$ cat src/rtl/blit_addrclip.sv
// blit_addrclip: per-channel pixel address clip test with a two-stage
// valid/ready pipeline and saturating per-channel clip statistics.
//
// Stage 1 registers the per-axis compare flags for every channel, stage 2
// registers their OR as the clip result. Both stages advance together
// whenever the output register is empty or being drained.
//
// Optional feature macro: ADDRCLIP_MINWIN_EN adds a lower window bound
// (winmin_x / winmin_y). When it is undefined, the lower bound is the sign bit only.
//
// Ports:
//   sys_clk              clock, rising edge
//   reset                asynchronous active-high reset
//   in_valid / in_ready  input handshake
//   addr_x / addr_y      CH*AW, channel c at [c*AW +: AW], bit AW-1 = sign
//   win_x / win_y        CH*(AW-1), exclusive upper bound per channel
//   winmin_x / winmin_y  CH*(AW-1), inclusive lower bound (ADDRCLIP_MINWIN_EN only)
//   out_valid/out_ready  output handshake
//   outside              CH, per-channel clip result
//   clip_cnt             CH*CW, saturating count of clipped results per channel
//   any_clip             sticky flag: any channel clipped since the last clear
//   clr                  synchronous clear of clip_cnt and any_clip
module blit_addrclip #(
    parameter int unsigned AW = 16,
    parameter int unsigned CH = 2,
    parameter int unsigned CW = 16
) (
    input  logic                 sys_clk,
    input  logic                 reset,
    input  logic                 in_valid,
    output logic                 in_ready,
    input  logic [CH*AW-1:0]     addr_x,
    input  logic [CH*AW-1:0]     addr_y,
    input  logic [CH*(AW-1)-1:0] win_x,
    input  logic [CH*(AW-1)-1:0] win_y,
`ifdef ADDRCLIP_MINWIN_EN
    input  logic [CH*(AW-1)-1:0] winmin_x,
    input  logic [CH*(AW-1)-1:0] winmin_y,
`endif
    output logic                 out_valid,
    input  logic                 out_ready,
    output logic [CH-1:0]        outside,
    output logic [CH*CW-1:0]     clip_cnt,
    output logic                 any_clip,
    input  logic                 clr
);

    localparam int unsigned MW = AW - 1;
`ifdef ADDRCLIP_MINWIN_EN
    localparam int unsigned NF = 6;
`else
    localparam int unsigned NF = 4;
`endif

    logic             advance;
    logic             s1_valid;
    logic [CH*NF-1:0] flags_d;
    logic [CH*NF-1:0] s1_flags;
    logic [CH-1:0]    outside_d;

    // The whole pipeline moves as one unit; a held output freezes stage 1 too.
    assign advance  = !out_valid || out_ready;
    assign in_ready = advance;

    // Per-axis compare flags; equality with the window size counts as outside.
    always_comb begin
        flags_d = '0;
        for (int unsigned c = 0; c < CH; c++) begin
            flags_d[c*NF + 0] = addr_x[c*AW + MW];
            flags_d[c*NF + 1] = addr_x[c*AW +: MW] >= win_x[c*MW +: MW];
            flags_d[c*NF + 2] = addr_y[c*AW + MW];
            flags_d[c*NF + 3] = addr_y[c*AW +: MW] >= win_y[c*MW +: MW];
`ifdef ADDRCLIP_MINWIN_EN
            flags_d[c*NF + 4] = addr_x[c*AW +: MW] < winmin_x[c*MW +: MW];
            flags_d[c*NF + 5] = addr_y[c*AW +: MW] < winmin_y[c*MW +: MW];
`endif
        end
    end

    always_comb begin
        outside_d = '0;
        for (int unsigned c = 0; c < CH; c++) begin
            outside_d[c] = |s1_flags[c*NF +: NF];
        end
    end

    always_ff @(posedge sys_clk or posedge reset) begin
        if (reset) begin
            s1_valid  <= 1'b0;
            s1_flags  <= '0;
            out_valid <= 1'b0;
            outside   <= '0;
        end else if (advance) begin
            s1_valid  <= in_valid;
            s1_flags  <= flags_d;
            out_valid <= s1_valid;
            // A bubble leaves outside at zero so stale flags never surface.
            outside   <= s1_valid ? outside_d : '0;
        end
    end

    // Statistics count only on output handshakes; clr takes priority over
    // a coincident counting handshake.
    always_ff @(posedge sys_clk or posedge reset) begin
        if (reset) begin
            clip_cnt <= '0;
            any_clip <= 1'b0;
        end else if (clr) begin
            clip_cnt <= '0;
            any_clip <= 1'b0;
        end else if (out_valid && out_ready) begin
            for (int unsigned c = 0; c < CH; c++) begin
                if (outside[c] && (clip_cnt[c*CW +: CW] != '1)) begin
                    clip_cnt[c*CW +: CW] <= clip_cnt[c*CW +: CW] + CW'(1);
                end
            end
            if (|outside) begin
                any_clip <= 1'b1;
            end
        end
    end

endmodule

$ cat config.mk
export PLATFORM = sky130hd
export DESIGN_NAME = blit_addrclip
export DESIGN_NICKNAME = d
export VERILOG_FILES = /design/src/rtl/blit_addrclip.sv
export SDC_FILE = /design/constraint.sdc
export NUM_CORES = 1
export LEC_CHECK = 0
export BUFFER_PORTS_ARGS = -buffer_cell sky130_fd_sc_hd__buf_2
export CAP_MARGIN = 5
export CORE_UTILIZATION = 44
export DETAILED_ROUTE_END_ITERATION = 8
export PLACE_DENSITY_LB_ADDON = 0.15
export SLEW_MARGIN = 10
export SYNTH_ARGS = -nofsm -noshare
export SYNTH_HDL_FRONTEND = slang
export SYNTH_SLANG_ARGS = --single-unit
$ cat constraint.sdc
create_clock -name sys_clk -period 1.62 [get_ports sys_clk]
set_clock_uncertainty 0.05 [all_clocks]
set_input_delay 0.324 -clock sys_clk [delete_from_list [all_inputs] [get_ports sys_clk]]
set_output_delay 0.324 -clock sys_clk [all_outputs]
set_load 0.01 [all_outputs]
Word-level counts from Yosys, hierarchy flattened. Index checks and enable logic that the tools add are counted.

Bits in read-only memories: 0. Latch bits: 0. Input port bits: 129. Register bits: 45. Memories kept: 0. Bits in writable memories: 0. Output and inout bits: 37.

Div/mod/pow operators: 0. Muxes and demuxes: 8. Equality and inequality tests: 2. Reduce and logical (&&, ||, !) cells: 15. Shift operators: 0. Bitwise operators: 0. Multipliers: 0. Add/subtract/negate cells: 2. Order comparisons: 4.

Operators with widths (count): two-way mux 32 bit (2); >= comparator 15 bit (4); adder 16 x 1 -> 16 bit, second input constant (2); two-way mux 16 bit (2); != test 16 bit, second input constant (2); nonzero test 2 bit (4); OR reduction 4 bit (2); AND reduction 2 bit (3); logical AND 1 bit (3); two-way mux 1 bit (3); two-way mux 2 bit (1); OR reduction 2 bit (1); zero test 1 bit (1); logical OR 1 bit (1).

Longest topological paths before layout.
Word-level depth: 5. Mapped depth: 7. Mapped depth without buffers: 7.

Worst setup path after synthesis. Ideal clock, no wire load.

Kind: reg-to-reg. Start point: reg clip_cnt[0]. End point: reg clip_cnt[14]. Arrival time: 1.563 ns. Stages on the path, launching flop included: 7. Slack: -0.125 ns. Required time: 1.438 ns. Cell sequence: dfrtp_1 -> ha_1 -> clkbuf_1 -> o2111ai_1 -> nor3_1 -> xnor2_1 -> nor2_1.

Word-level cells in the longest chain between the ends: 4.

Ends and longest elaborated chain: from (decl) (line 43) `output logic [CH*CW-1:0] clip_cnt,`; from (signal, indexed assignment) (line 114) `clip_cnt[c*CW +: CW] <= clip_cnt[c*CW +: CW] + CW'(1);`; adder 16 x 1 -> 16 bit / != test 16 bit (equally long branches) (line 114, 113); two-way mux 16 bit / logical AND 1 bit (equally long branches) (line 113) `if (outside[c] && (clip_cnt[c*CW +: CW] != '1)) begin`; two-way mux 32 bit / nonzero test 2 bit (equally long branches); two-way mux 32 bit / AND reduction 2 bit (equally long branches).

Parallel ways exist; a longest one is shown, timed or not. The select of a mux whose other input is x is not followed. A chain may end at the register's enable or synchronous reset.

Worst setup path after layout.
Start point: reg clip_cnt[22]. End point: reg clip_cnt[16].

Word-level cells in the longest chain between the ends: 4.

Ends and longest elaborated chain (line): != test 16 bit (113); logical AND 1 bit (113); nonzero test 2 bit (no line); AND reduction 2 bit (no line).

No other way between the ends.

==> reports/metrics.yaml <==
slew_viol_final: 0
startpoint_type: "flop"
tightest_slew_ps: 363
final_cell_count_no_fill: 751
cts_tree: "done"
ys_seq_area_share_pct: 29.5
wl_per_cell_um: 12.6
area_growth_pct: 37.4
yosys.area.top_type: "dfrtp_1"
crit_path_end_kind: "flop"
utilization_pct: 63.3
hp-class: "in2reg"
period_share_pct: 97.4
place_area_sq_um: 4970
crit_family: "simple AND/OR/NAND/NOR gates"
fill_cells: 729
grt_pass1_vias: 3689
synth_edf_count: 0
gp_congestion: 0.815
core.rowCount: 33
drt_iter0_markers: 58
clk_path_buf_depth: 2
path_clk_slew_ps: 100
track_usage_pct: 20.8
p_per_area_nw_per_um2: 562
path_common_cell: "buf_6"
path_buf_inv: 2
max_freq_mhz: 634
fin_setup_tns_ps: 0
core-area_sq_um: 8300
io_pins: 166
dieArea_sq_um: 9070
synth_nets: 636
synth_top_area_share_pct: 29.5
holdWs_ps: 172
rsz0062_at_grt: "yes"
cts_inserted_buffers: 5
cp_max_fo: 7
io_buffer_count: 165
p_leak_nw: 2.86
first_pass_iters: 4
max_cap_viol_count: 0
finalWorstSetupSlack_ps: 42.4
period_minus_slack_ps: 1580
peakVddDrop_mv: 0.520
layout.nets: 836
synth_common_cells: "inv_1, ha_1, dfrtp_1"
yosys.cell_types.count: 46
avgSynthCellArea_sq_um: 8.59
synth.cell_area_sq_um: 3820
synth_warnings: 0
grt_max_degree: 37
num_antenna_cells: 0
numClockSinks: 45
overflow: 0
grt_pass1_wl_um: 15200
hold_viol: 0
antenna_left: 0
grt_antenna_before_repair: 0
htreeDepth: 2
yosysMostFrequentCell: "inv_1"
critical_path.cell_chain: "nand4_1 -> buf_6 -> nor4_4 -> buf_6 -> nor2_2 -> xnor2_1 -> nor2_1"
worstPathRequired_ps: 1730
die_w_um: 95.2
synthTopCellsByArea: "dfrtp_1, ha_1, inv_1"
dp_hpwl_um: 7720
num_vias: 3776
dp.cells: 732
drive_gt1_share_pct: 38.1
synthFlopType: "dfrtp_1"
synthesis.instances: 445
final_cell_area_sq_um: 5260
cpPeakStageDelay_ps: 400
clock_latency_ps: 300
status: "complete, no violations"
path_class: "reg2reg"
initial_core_util_pct: 46.1
max_slew_margin_pct: 75.8
cts-root-buf: "clkbuf_8"
vias_per_cell: 5.03
ys_async_sr_fraction_pct: 100
total_power_mw: 2.95
setup_violations: 0
slowest_stage: "dfrtp_1"
die_h_um: 95.2
drc: 0
preCtsSetupSlack_ps: 0.603
cp.arrival_ps: 1690
yosys_register_bits: 45
routed_wl_um: 9500
-- where the power goes --
part,leakage [nW],internal (mW),switching (mW)
Sequential,0.593,1.19,0.0723
Combinational,2.21,0.394,0.395
Clock,0.0574,0.502,0.397
Total,2.86,2.09,0.864
-- worst reg2reg max path, cell delays in order (launching register included) --
cell and delay, ps:
dfrtp_1 400, nand4_1 130, buf_6 160, nor4_4 280
buf_6 170, nor2_2 50, xnor2_1 130, nor2_1 60
-- cell families after synthesis --
logic type                 share of synthesized area [%]
and+or+nand+nor                                     22.5
AOI/OAI and AO/OA                                   14.2
buffers and inverters                               7.95
adders and majority gates                           20.3
DFF                                                 29.5
xor gates and xnor gates                            5.04
muxes                                              0.524
-- final timing paths --
check	start	cells past startpoint	end	slack, ps
worst max-delay path	clip_cnt[22]	7	clip_cnt[16]	40
worst min-delay path	addr_y[15]	3	s1_flags[2]	170
worst max register to register	clip_cnt[22]	7	clip_cnt[16]	40
worst min register to register	s1_flags[4]	2	s1_flags[4]	430
max in group asynchronous	reset	4	clip_cnt[19]	580
min in group asynchronous	reset	3	s1_flags[3]	460
-- state kept, by name (all words and copies together), names as in the netlist --
| name | flops |
|---|---|
| any_clip | 1 |
| s1_flags | 8 |
| outside | 2 |
| s1_valid | 1 |
| clip_cnt | 32 |
| out_valid | 1 |
-- layout make-up --
type	count	area, sq um	area share [%]
Multi-Input combinational cell	324	2480	47.2
Timing Repair Buffer	202	1140	21.7
Sequential cell	45	1130	21.5
Inverter	67	251	4.79
Tap cell	105	131	2.50
Clock buffer	6	82.6	1.57
Clock inverter	2	37.5	0.714
-- layout by cell type (no fill, tap or decap), types with 6 or more instances in the layout --
cell / synthesis / routed
buf_2: 0 / 165
inv_1: 66 / 65
ha_1: 62 / 61
nand2_1: 42 / 42
dfrtp_1: 45 / 40
nor2_1: 39 / 38
buf_4: 1 / 32
a21oi_1: 28 / 28
xnor2_1: 22 / 22
nand4_1: 13 / 13
a21o_1: 11 / 11
nand3_1: 12 / 11
a31oi_1: 10 / 10
o21ai_1: 10 / 10
nor3_1: 11 / 9
o21ai_0: 7 / 7
clkbuf_8: 0 / 6
-- what timing repair did --
action                     CTS  global route
setup buffers                3             7
hold endpoints to repair     9             0
hold buffers                 1             0
pin swaps                    0             7
setup endpoints to repair    2            24
resized for setup            1            16
-- metal layers --
metal	share of wire [%]	track usage, %	vias to the layer above
met5	0	0	-
met4	1.0	4.42	0
met3	6.0	4.07	7
met2	51	39.2	111
met1	42	24.1	1711
li1	-	-	1947
Note: power is estimated with default switching activity, not from simulation.
